## src/rtl/hazard_forward_ctrl.sv

```systemverilog
// Hazard controller for the 5-stage MIPS pipeline: EX forwarding selects, load-use stall and redirect flushes.
// Optional stall/flush performance counters are enabled by defining HAZARD_PERF_CNT_EN.
module hazard_forward_ctrl #(
   parameter int REG_AW   = 5,
   parameter int ZERO_REG = 0
) (
   input  logic              clk,
   input  logic              reset_n,
   input  logic              id_valid,
   input  logic [REG_AW-1:0] id_rs,
   input  logic [REG_AW-1:0] id_rt,
   input  logic              id_uses_rs,
   input  logic              id_uses_rt,
   input  logic              id_reg_write,
   input  logic [REG_AW-1:0] id_wr_addr,
   input  logic              id_is_load,
   input  logic              ex_redirect,
   output logic [1:0]        fwd_a,
   output logic [1:0]        fwd_b,
   output logic              stall,
   output logic              pc_write,
   output logic              ifid_write,
   output logic              flush_ifid,
   output logic              flush_idex
`ifdef HAZARD_PERF_CNT_EN
   ,
   output logic [31:0]       stall_cnt,
   output logic [31:0]       flush_cnt
`endif
);

   localparam logic [REG_AW-1:0] ZERO_A = REG_AW'(ZERO_REG);

   logic              idex_vld_p0;
   logic              idex_rw_p0;
   logic              idex_ld_p0;
   logic              idex_urs_p0;
   logic              idex_urt_p0;
   logic [REG_AW-1:0] idex_wa_p0;
   logic [REG_AW-1:0] idex_rs_p0;
   logic [REG_AW-1:0] idex_rt_p0;
   logic              exmem_rw_p1;
   logic [REG_AW-1:0] exmem_wa_p1;
   logic              memwb_rw_p2;
   logic [REG_AW-1:0] memwb_wa_p2;

   logic luse;
   logic bubble;

   function automatic logic [1:0] fwd_sel(
      input logic              vld,
      input logic              uses,
      input logic [REG_AW-1:0] src,
      input logic              rw1,
      input logic [REG_AW-1:0] wa1,
      input logic              rw2,
      input logic [REG_AW-1:0] wa2
   );
      if (!vld || !uses || src == ZERO_A) return 2'd0;
      if (rw1 && wa1 == src)              return 2'd1;
      if (rw2 && wa2 == src)              return 2'd2;
      return 2'd0;
   endfunction

   function automatic logic [31:0] sat_inc(input logic [31:0] cnt, input logic en);
      if (en && cnt != 32'hFFFF_FFFF) return cnt + 32'd1;
      return cnt;
   endfunction

   assign luse = id_valid && idex_vld_p0 && idex_ld_p0 && idex_rw_p0 &&
                 (idex_wa_p0 != ZERO_A) &&
                 ((id_uses_rs && id_rs == idex_wa_p0) ||
                  (id_uses_rt && id_rt == idex_wa_p0));

   assign bubble = stall || ex_redirect || !id_valid;

   always_comb begin
      fwd_a      = fwd_sel(idex_vld_p0, idex_urs_p0, idex_rs_p0,
                           exmem_rw_p1, exmem_wa_p1, memwb_rw_p2, memwb_wa_p2);
      fwd_b      = fwd_sel(idex_vld_p0, idex_urt_p0, idex_rt_p0,
                           exmem_rw_p1, exmem_wa_p1, memwb_rw_p2, memwb_wa_p2);
      stall      = 1'b0;
      pc_write   = 1'b1;
      ifid_write = 1'b1;
      flush_ifid = 1'b0;
      flush_idex = 1'b0;
      if (!reset_n) begin
         fwd_a = 2'd0;
         fwd_b = 2'd0;
      end else if (ex_redirect) begin
         // A redirect wins over load-use: the would-be stalled instruction is on the wrong path.
         flush_ifid = 1'b1;
         flush_idex = 1'b1;
      end else if (luse) begin
         stall      = 1'b1;
         pc_write   = 1'b0;
         ifid_write = 1'b0;
      end
   end

   // ID -> ID/EX (p0) -> EX/MEM (p1) -> MEM/WB (p2)
   always_ff @(posedge clk or negedge reset_n) begin
      if (!reset_n) begin
         idex_vld_p0 <= 1'b0;
         idex_rw_p0  <= 1'b0;
         idex_ld_p0  <= 1'b0;
         idex_urs_p0 <= 1'b0;
         idex_urt_p0 <= 1'b0;
         idex_wa_p0  <= '0;
         idex_rs_p0  <= '0;
         idex_rt_p0  <= '0;
         exmem_rw_p1 <= 1'b0;
         exmem_wa_p1 <= '0;
         memwb_rw_p2 <= 1'b0;
         memwb_wa_p2 <= '0;
      end else begin
         idex_vld_p0 <= !bubble;
         idex_rw_p0  <= !bubble && id_reg_write;
         idex_ld_p0  <= id_is_load;
         idex_urs_p0 <= id_uses_rs;
         idex_urt_p0 <= id_uses_rt;
         idex_wa_p0  <= id_wr_addr;
         idex_rs_p0  <= id_rs;
         idex_rt_p0  <= id_rt;
         exmem_rw_p1 <= idex_vld_p0 && idex_rw_p0;
         exmem_wa_p1 <= idex_wa_p0;
         memwb_rw_p2 <= exmem_rw_p1;
         memwb_wa_p2 <= exmem_wa_p1;
      end
   end

`ifdef HAZARD_PERF_CNT_EN
   always_ff @(posedge clk or negedge reset_n) begin
      if (!reset_n) begin
         stall_cnt <= '0;
         flush_cnt <= '0;
      end else begin
         stall_cnt <= sat_inc(stall_cnt, stall);
         flush_cnt <= sat_inc(flush_cnt, ex_redirect);
      end
   end
`endif

endmodule

```

## config.mk

```make
export PLATFORM = sky130hd
export DESIGN_NAME = hazard_forward_ctrl
export DESIGN_NICKNAME = d
export VERILOG_FILES = /design/src/rtl/hazard_forward_ctrl.sv
export SDC_FILE = /design/constraint.sdc
export NUM_CORES = 1
export LEC_CHECK = 0
export BUFFER_PORTS_ARGS = -buffer_cell sky130_fd_sc_hd__buf_2
export CORE_MARGIN = 1.5
export CORE_UTILIZATION = 50
export DETAILED_ROUTE_END_ITERATION = 6
export PLACE_DENSITY_LB_ADDON = 0.25
export SLEW_MARGIN = 10
export SYNTH_ARGS = -nofsm -noshare
export SYNTH_HDL_FRONTEND = slang
export SYNTH_SLANG_ARGS = --single-unit
```

## constraint.sdc

```tcl
create_clock -name clk -period 1.6 [get_ports clk]
set_input_delay 0.08 -clock clk [delete_from_list [all_inputs] [get_ports clk]]
set_output_delay 0.08 -clock clk [all_outputs]
set_load 0.01 [all_outputs]
```

==> results of run 1 <==
==> flip-flops by register name, summed over array words and instances (netlist names) <==
register and flops:
exmem_wa_p1 5, idex_rs_p0 5, idex_rt_p0 5, idex_wa_p0 5, memwb_wa_p2 5, exmem_rw_p1 1, idex_ld_p0 1, idex_rw_p0 1
idex_urs_p0 1, idex_urt_p0 1, idex_vld_p0 1, memwb_rw_p2 1
==> critical path, cell delays in order, from the launching register on <==
cell and delay, ps:
dfrtp_1 430, or3_1 410, o311a_1 310, and3_1 180, buf_2 130
==> final cells by class <==
type	count	share of cell area
inverter	1	0.00204
sequential	32	0.436
tap	30	0.0204
multi-input combinational	62	0.280
timing repair buffer	60	0.230
clock buffer	8	0.0320
==> cell families after synthesis <==
kind of cell,count (synthesis)
buffers and inverters,3
DFF,32
xor gates and xnor gates,30
AOI/OAI and AO/OA,5
and+or+nand+nor,27
==> cells in the mapped netlist <==
cell type  instances
a211oi_2           1
a21oi_1            1
and2_1             3
and3_1             4
buf_4              2
dfrtp_1           32
inv_1              1
nand2_1            3
nand3_1            1
nand4_1            4
nor2_4             1
nor3_2             1
nor3b_1            2
nor4_1             4
o22ai_1            1
o311a_1            2
or2b_2             1
or3_1              2
or4_4              1
xnor2_1           14
xor2_1            16
==> through the flow <==
step / setup slack [ps] / util / instances / setup TNS (ps) / hold slack [ps]
after floorplan: 178 / - / 97 / 0 / -216
after global placement: 113 / 0.605 / 158 / 0 / 161
after detailed placement: 65.3 / 0.605 / 158 / 0 / 162
after CTS: -269 / 0.728 / 189 / -1520 / 30.7
after global routing: -336 / 0.743 / 193 / -1980 / 54.0
final: -260 / 0.743 / 193 / -1510 / 41.4
==> metal layers <==
metal,vias to the layer above,part of all wire,GRT usage
met5,-,0,0
met4,0,0.017,0.129
li1,459,-,-
met3,5,0.036,0.0500
met2,25,0.56,0.443
met1,475,0.38,0.255
==> power groups by stage <==
| stage | sequential, mW | clock, mW | combinational [mW] |
|---|---|---|---|
| after detailed placement | 0.907 | 0 | 0.142 |
| after global placement | 0.904 | 0 | 0.138 |
| after CTS | 0.890 | 0.474 | 0.193 |
| after global routing | 0.895 | 0.510 | 0.223 |
| final | 0.890 | 0.466 | 0.205 |
| after floorplan | 0.895 | 0 | 0.0758 |
==> timing repair <==
action | 4_1_cts | 5_1_grt
pin swaps | 4 | 6
endpoints found under the hold margin | 51 | 0
hold buffers | 20 | 0
setup endpoints to repair | 7 | 7
setup buffers | 3 | 4
resized for setup | 4 | 2
cloned | 0 | 0
==> worst max path at each step <==
stage	start	end	slack (ps)	cells past startpoint
after floorplan	idex_wa_p0[1]	pc_write	180	5
after global placement	idex_rs_p0[1]	fwd_a[0]	110	5
after detailed placement	idex_rt_p0[3]	fwd_b[1]	70	5
after CTS	idex_rs_p0[2]	fwd_a[0]	-270	4
after global routing	idex_rt_p0[4]	fwd_b[0]	-340	5
final	idex_rs_p0[2]	fwd_a[0]	-260	4
==> metrics.log, run 1 <==
INFO  metric average_instance_area_after_synthesis = 13.5 µm²
INFO  metric post_synth_fa_ha_maj_area_fraction = 0
INFO  metric timing.setup.critical_path_class = flop to output pin
INFO  metric synth_area_leader_cell = dfrtp_1
INFO  metric setup_violations = 7
INFO  metric switching_share = 0.242
INFO  metric vdd_drop_max = 699 µV
INFO  metric synthDominantCellAreaShare = 0.614
INFO  metric grt_use_total = 0.241
INFO  metric hold_ep = idex_rw_p0
INFO  metric synthToLayoutAreaGrowth = 41.0%
INFO  metric route.vias.total = 964
INFO  metric pwr_density_cell = 848 mW/mm²
INFO  metric dominant_combinational_cell_family_by_area_after_synthesis = XOR/XNOR gates
INFO  metric grt_pass1_wl = 4.54 mm
INFO  metric gp_congestion = 0.793
INFO  metric area_used_by_multi_input_combinational_logic = 515 µm²
INFO  metric worstSkewPairLatency = 330 ps
INFO  metric p_sw = 0.378 mW
INFO  metric synthDistinctLibCells = 21
INFO  metric grt_setup_unrepaired = true
INFO  metric max_freq = 538 MHz
INFO  metric worstReg2RegEnd = idex_rw_p0
INFO  metric reg2reg_depth = 4
INFO  metric globalRouteOverflowTotal = 0
INFO  metric initial_util = 0.527
INFO  metric synth_seq_area_share = 0.614
INFO  metric failed_checks = setup timing
INFO  metric synth_warnings = 0
INFO  metric register_area = 802 µm²
INFO  metric synth_area_leaders = dfrtp_1 61%, xor2_1 11%, xnor2_1 9.4%, and3_1 1.9%, nand4_1 1.9%
INFO  metric worst-path-max-fanout = 3
INFO  metric timing.hold.worst.start = ex_redirect
INFO  metric path_clk_slew = 90 ps
INFO  metric timing_max_transition_violations_final = 0
INFO  metric fin_skew = 5.72 ps
INFO  metric area_of_the_placeable_core = 0.00248 mm²
INFO  metric final-hold-violation-count = 0
INFO  metric grt_max_degree = 23
INFO  metric worst-r2r-setup-slack = 190 ps
INFO  metric clock_tree_from_tritoncts = built
INFO  metric finalCritPeriodShare = 1.16
INFO  metric max-clock-path-buffers = 2
INFO  metric antenna-diode-count = 0
INFO  metric internal_power = 1.18 mW
INFO  metric htreeDepth = 2
INFO  metric worst_hold_path.num_cells = 3
INFO  metric run_status = finished with violations
INFO  metric detailedPlacementHpwl = 1.96 mm
INFO  metric clock_sink_count = 32
INFO  metric top_level_ports = 32
INFO  metric detail-route-antenna-nets = 0
INFO  metric floorplan.die.width = 54.1 µm
INFO  metric port-buffer-count = 31
INFO  metric antenna_violations_before_repair = 0
INFO  metric p_comb_frac = 0.131
INFO  metric layout.cells.most_common_list = 31 x dfrtp_1, 31 x buf_2, 20 x dlygate4sd3_1
INFO  metric pwr-share-clk = 0.299
INFO  metric critical_path.startpoint_type = flop
INFO  metric area_share_of_and_or_nand_nor_cells_after_synthesis = 0.137
INFO  metric post_dp_cell_area = 0.00150 mm²
INFO  metric end_kind = output pin
INFO  metric post_route_cells_drive_above_1_share = 0.350
INFO  metric vias_in_the_first_global_route = 1,002
INFO  metric die_area = 0.00293 mm²
INFO  metric timing_worst_slew_pin_value = 325 ps
INFO  metric final_period_minus_worst_setup_slack = 1860 ps
INFO  metric number_of_iterations_in_the_first_detailed_routing_pass = 4
INFO  metric reg2reg_from = idex_wa_p0[1]
INFO  metric detail_route.wl_per_cell = 15.3 µm
INFO  metric drt-initial-drc-count = 20
INFO  metric synthXorXnorAreaFrac = 0.201
INFO  metric cts.root.buffer_cell = clkbuf_4
INFO  metric viasPerCell = 4.99
INFO  metric p_total = 1.56 mW
INFO  metric leakage = 0.838 nW
INFO  metric synthCells = 97
INFO  metric die_h = 54.1 µm
INFO  metric synth_mux_area_frac = 0
INFO  metric required = 1520 ps
INFO  metric tritoncts.num_buffers = 5
INFO  metric fin_nets = 185
INFO  metric syn-num-nets = 120
INFO  metric power.share.sequential = 0.570
INFO  metric routed_wirelength = 2.96 mm
INFO  metric row_count = 18
INFO  metric hold_path.class = input port to flop
INFO  metric layout.filler_cells = 180
INFO  metric synth_compound_gate_area_share = 0.0336
INFO  metric fin_area = 0.00184 mm²
INFO  metric synth-seq-cells = 32
INFO  metric max_cap_viol_count = 0
INFO  metric cp_data_arrival_time = 1780 ps
INFO  metric finalWorstSetupSlack = -260 ps
INFO  metric route.detailed.drc = 0
INFO  metric netlist_area = 0.00131 mm²
INFO  metric max_slew_margin = 0.782
Note: power is estimated with default switching activity, not from simulation.
==> run 2: changes to the inputs <==
Settings changed: CORE_UTILIZATION 50 to 46.
Clock period 1.6 ns to 1.7 ns, I/O delays scaled along.
==> run 2 against run 1 <==
The flow still finishes with violations (setup timing). Flip-flop and latch count is the same. Total power is 9.1% lower. First-iteration DRC count fell by 35%. Sequential share of layout area down 1.1 points. Via count is 0.93% higher. Setup slack improved by 79 ps. Final cell count is 1.6% higher. Critical path depth grew 1. Sequential power fell by 5.8%. Worst hold slack better by 35 ps. Routed wire length shrank 6.0%. Critical endpoint unchanged. Highest routed layer unchanged.
==> metrics.log, run 2 (synthesis gave the netlist of run 1 again) <==
INFO  metric run_status = finished with violations
INFO  metric grt_setup_unrepaired = true
INFO  metric timing_max_transition_violations_final = 0
INFO  metric finalCritPeriodShare = 1.11
INFO  metric fin_area = 0.00189 mm²
INFO  metric setup_total_negative_slack = -760 ps
INFO  metric row_count = 19
INFO  metric initial_util = 0.477
INFO  metric required = 1620 ps
INFO  metric die_area = 0.00317 mm²
INFO  metric max_freq = 531 MHz
INFO  metric detail-route-antenna-nets = 0
INFO  metric detail_route.wl_per_cell = 14.2 µm
INFO  metric globalRouteOverflowTotal = 0
INFO  metric grt_max_degree = 18
INFO  metric htreeDepth = 2
INFO  metric final_period_minus_worst_setup_slack = 1880 ps
INFO  metric viasPerCell = 4.96
INFO  metric route.detailed.drc = 0
INFO  metric internal_power = 1.07 mW
INFO  metric hold_path.class = input port to flop
INFO  metric post-place-ws = 158 ps
INFO  metric area_of_the_placeable_core = 0.00273 mm²
INFO  metric max_slew_margin = 0.789
INFO  metric gp_congestion = 0.775
INFO  metric synthToLayoutAreaGrowth = 45.1%
INFO  metric floorplan.die.width = 56.3 µm
INFO  metric place.detailed.instances = 159
INFO  metric tritoncts.num_buffers = 5
INFO  metric post_route_cells_drive_above_1_share = 0.394
INFO  metric max_cap_viol_count = 0
INFO  metric final.hold.worst_slack = 76.7 ps
INFO  metric worstSkewPairLatency = 320 ps
INFO  metric timing_worst_slew_pin_value = 315 ps
INFO  metric antenna_violations_before_repair = 0
INFO  metric vias_in_the_first_global_route = 1,029
INFO  metric setup_violations = 7
INFO  metric path_clk_slew = 90 ps
INFO  metric grt_pass1_wl = 4.46 mm
INFO  metric vdd_drop_max = 624 µV
INFO  metric pwr-share-clk = 0.269
INFO  metric detailedPlacementHpwl = 1.91 mm
INFO  metric number_of_iterations_in_the_first_detailed_routing_pass = 3
INFO  metric layoutNonFillerInstCount = 196
INFO  metric power.share.sequential = 0.590
INFO  metric clock_sink_count = 32
INFO  metric fin_skew = 1.65 ps
INFO  metric switching_share = 0.246
INFO  metric grt_use_total = 0.194
INFO  metric port-buffer-count = 31
INFO  metric leakage = 0.866 nW
INFO  metric p_sw = 0.350 mW
INFO  metric die_h = 56.3 µm
INFO  metric final-hold-violation-count = 0
INFO  metric finalWorstSetupSlack = -182 ps
INFO  metric antenna-diode-count = 0
INFO  metric end_kind = output pin
INFO  metric timing.setup.critical_path_class = flop to output pin
INFO  metric failed_checks = setup timing
INFO  metric worst-path-max-fanout = 3
INFO  metric critical_path.startpoint_type = flop
INFO  metric top_level_ports = 32
INFO  metric drt-initial-drc-count = 13
INFO  metric pwr_density_cell = 750 mW/mm²
INFO  metric layout.cells.most_common_list = 29 x dfrtp_1, 29 x buf_2, 20 x dlygate4sd3_1
INFO  metric p_comb_frac = 0.141
INFO  metric route.vias.total = 973
INFO  metric post_dp_cell_area = 0.00150 mm²
INFO  metric routed_wirelength = 2.78 mm
INFO  metric cp_data_arrival_time = 1800 ps
INFO  metric max-clock-path-buffers = 2
INFO  metric fin_nets = 188
INFO  metric clock_tree_from_tritoncts = built
INFO  metric cts.root.buffer_cell = clkbuf_4
## run 2: changes by cell type in the layout (fill, tap and decap cells not counted), moves of 2 or more
| cell | delta |
|---|---|
| xnor2_1 | -2 |
| dfrtp_1 | -2 |
| buf_6 | +3 |
| dfrtp_2 | +2 |
| buf_4 | +2 |
| xnor2_2 | +2 |
| buf_2 | -2 |
## run 2: path summary, 6_finish.rpt
path | startpoint | end | slack [ps] | cells after the start
setup / recovery | exmem_wa_p1[3] | fwd_a[0] | -180 | 5
setup reg to reg | idex_wa_p0[1] | idex_rw_p0 | 280 | 4
hold / removal | ex_redirect | idex_rw_p0 | 80 | 3
min in group asynchronous | reset_n | memwb_wa_p2[0] | 150 | 2
max in group asynchronous | reset_n | idex_wa_p0[4] | 1050 | 3
hold reg to reg | exmem_rw_p1 | memwb_rw_p2 | 410 | 0
## run 2: metal layers
metal / track usage / part of all wire / up-vias
met5: 0 / 0 / -
li1: - / - / 469
met4: 0.0952 / 0.038 / 0
met3: 0.0806 / 0.049 / 12
met2: 0.334 / 0.54 / 29
met1: 0.203 / 0.37 / 463
## run 2: cell type report
cell class	instances	area [µm²]
fillers	195	841
flip-flops and latches	32	805
multi-input cells	62	538
repair buffers	63	462
clock buffers	6	41.3
well taps	31	38.8
clock inverters	1	5.00
inverters	1	3.75
## run 2: critical path: stages, from the launching register on
cell and delay [ps]:
dfrtp_1 410, xor2_1 180, nor4_2 360, and3_1 250, and3_1 150, buf_2 120
## run 2: repair_timing
| action | 4_1_cts | 5_1_grt |
|---|---|---|
| hold buffers | 20 | 0 |
| endpoints found under the hold margin | 51 | 0 |
| pin swaps | 9 | 10 |
| setup endpoints to repair | 7 | 7 |
| setup buffers | 8 | 2 |
| resized for setup | 5 | 10 |
## run 2: power groups by stage
stage,sequential [mW],combinational (mW),clock [mW]
after detailed placement,0.854,0.131,0
after CTS,0.836,0.187,0.394
after floorplan,0.842,0.0713,0
final,0.838,0.199,0.382
after global routing,0.842,0.218,0.442
after global placement,0.853,0.128,0
## run 2: metrics by stage
step           utilization  power [mW]
2_1_floorplan            -       0.914
3_3_place_gp         0.548       0.981
3_5_place_dp         0.548       0.985
4_1_cts              0.669        1.42
5_1_grt              0.692        1.50
6_report             0.692        1.42
==> run 3: changes to the inputs <==
Settings changed: GPL_TIMING_DRIVEN set to 0.
==> run 3 against run 2 <==
The run still ends with setup timing left. Sequential power shrank 0.5%. Global-route usage is 1.6 points lower. Total power down 0.97%. Cell area decreased by 0.46%. Critical path type unchanged.
==> metrics.log, run 3 (synthesis gave the netlist of run 1 again) <==
INFO  metric p_total = 1.41 mW
INFO  metric cp.buffers_inverters = 1
INFO  metric largest_delay_contributor_family_on_the_critical_path = simple AND/OR/NAND/NOR gates
INFO  metric vdd_drop_max = 726 µV
INFO  metric cp_data_arrival_time = 1790 ps
INFO  metric port-buffer-count = 31
INFO  metric vias_in_the_first_global_route = 912
INFO  metric timing.setup.critical_path_class = flop to output pin
INFO  metric finalWorstSetupSlack = -177 ps
INFO  metric route.detailed.drc = 0
INFO  metric top_level_ports = 32
INFO  metric routed_wirelength = 2.52 mm
INFO  metric die_area = 0.00317 mm²
INFO  metric number_of_iterations_in_the_first_detailed_routing_pass = 4
INFO  metric end_kind = output pin
INFO  metric htreeDepth = 2
INFO  metric synthToLayoutAreaGrowth = 44.4%
INFO  metric max-clock-path-buffers = 2
INFO  metric timing_worst_slew_pin_value = 228 ps
INFO  metric timing.critical_path.slowest_stage_cell = or4_4
INFO  metric post_dp_cell_area = 0.00150 mm²
INFO  metric pwr_density_cell = 746 mW/mm²
INFO  metric route.vias.total = 932
INFO  metric gp_congestion = 0.792
INFO  metric path_clk_slew = 90 ps
INFO  metric required = 1620 ps
INFO  metric globalRouteOverflowTotal = 0
INFO  metric setup_violations = 7
INFO  metric final_period_minus_worst_setup_slack = 1880 ps
INFO  metric run_status = finished with violations
INFO  metric leakage = 0.856 nW
INFO  metric floorplan.die.width = 56.3 µm
INFO  metric critical_path.startpoint_type = flop
INFO  metric layout.cells.most_common_list = 31 x dfrtp_1, 30 x buf_2, 20 x dlygate4sd3_1
INFO  metric die_h = 56.3 µm
INFO  metric setup_total_negative_slack = -898 ps
INFO  metric worst-r2r-setup-slack = 240 ps
INFO  metric grt_max_degree = 33
INFO  metric finalCritPeriodShare = 1.10
INFO  metric cts.root.buffer_cell = clkbuf_4
INFO  metric clock_tree_from_tritoncts = built
INFO  metric post_route_cells_drive_above_1_share = 0.376
INFO  metric reg2reg_from = idex_wa_p0[3]
INFO  metric final-hold-violation-count = 0
INFO  metric viasPerCell = 4.76
INFO  metric max_cap_viol_count = 0
INFO  metric grt_pass1_wl = 4.13 mm
INFO  metric antenna_violations_before_repair = 0
INFO  metric max_freq = 533 MHz
INFO  metric cp_cell_sequence = or4_4 > nor2_4 > nor3_4 > and2_1 > buf_2
INFO  metric failed_checks = setup timing
INFO  metric crit_path_max_incr_delay = 560 ps
INFO  metric area_of_the_placeable_core = 0.00273 mm²
INFO  metric grt_setup_unrepaired = true
INFO  metric initial_util = 0.477
INFO  metric layout.filler_cells = 210
INFO  metric detailedPlacementHpwl = 1.69 mm
INFO  metric grt_use_total = 0.178
INFO  metric fin_skew = 5.57 ps
INFO  metric hold_path.class = input port to flop
INFO  metric worst-path-max-fanout = 4
INFO  metric most_frequent_standard_cell_in_the_layout_excluding_fill_and_tap_cells = dfrtp_1
INFO  metric post-place-ws = 112 ps
INFO  metric antenna-diode-count = 0
INFO  metric worstSkewPairLatency = 320 ps
INFO  metric detail-route-antenna-nets = 0
INFO  metric fin_nets = 188
INFO  metric detail_route.wl_per_cell = 12.8 µm
INFO  metric clock_sink_count = 32
INFO  metric row_count = 19
INFO  metric max_slew_margin = 0.847
INFO  metric hold_ep = idex_rw_p0
INFO  metric tritoncts.num_buffers = 5
INFO  metric finalCoreUtilization = 0.689
INFO  metric timing.hold.worst.start = ex_redirect
INFO  metric worstReg2RegEnd = idex_rw_p0
INFO  metric reg2reg_depth = 4
INFO  metric worst_hold_path.num_cells = 3
INFO  metric fin_area = 0.00188 mm²
INFO  metric drt-initial-drc-count = 10
INFO  metric timing_max_transition_violations_final = 0
==> run 3: how the worst max path moves through the flow <==
| stage | start | to | slack [ps] | cells past startpoint |
|---|---|---|---|---|
| finish | idex_wa_p0[3] | stall | -180 | 5 |
| global route | idex_wa_p0[3] | stall | -240 | 5 |
| CTS | idex_rs_p0[2] | fwd_a[0] | -140 | 4 |
| detailed placement | reset_n | pc_write | 110 | 6 |
| global placement | reset_n | pc_write | 150 | 6 |
| floorplan | idex_wa_p0[1] | pc_write | 270 | 5 |
==> run 3: where the power goes <==
part,switching [mW],internal (mW)
sequential,0.0363,0.798
combinational,0.0793,0.118
clock,0.223,0.152
==> run 3: through the flow <==
step                      hold WS, ps  cells
after global routing             77.2    196
after global placement            185    159
after CTS                        40.4    192
final                            69.2    196
after floorplan                  -211     97
after detailed placement          187    159
==> run 3: worst register-to-register path, delay by kind of cell, from the launching register on <==
| kind | cells | cell delay [ps] |
|---|---|---|
| compound gates | 1 | 180 |
| flops | 1 | 440 |
| simple gates | 3 | 770 |
==> run 3: area by class of cell <==
type                    count  area [µm²]  share of cell area
clock buffers               6        41.3              0.0219
repair buffers             61         449               0.238
inverters                   1        3.75             0.00199
multi-input cells          62         529               0.281
clock inverters             1        5.00             0.00266
plain buffers               2        15.0             0.00797
flip-flops and latches     32         802               0.426
well taps                  31        38.8              0.0206
==> run 3: repair_timing <==
item | in CTS | in global routing
endpoints found under the hold margin | 51 | 0
endpoints found under the setup margin | 7 | 7
gates resized for setup | 3 | 7
pin swaps | 8 | 6
buffers inserted | 5 | 4
hold buffers | 21 | 0
==> run 3: routing by layer <==
layer / track usage / routed length [µm] / vias up
met2: 0.297 / 1290 / 25
met1: 0.224 / 1090 / 438
met4: 0.0408 / 32 / 0
met3: 0.0622 / 106 / 4
li1: - / - / 465
met5: 0 / 0 / -
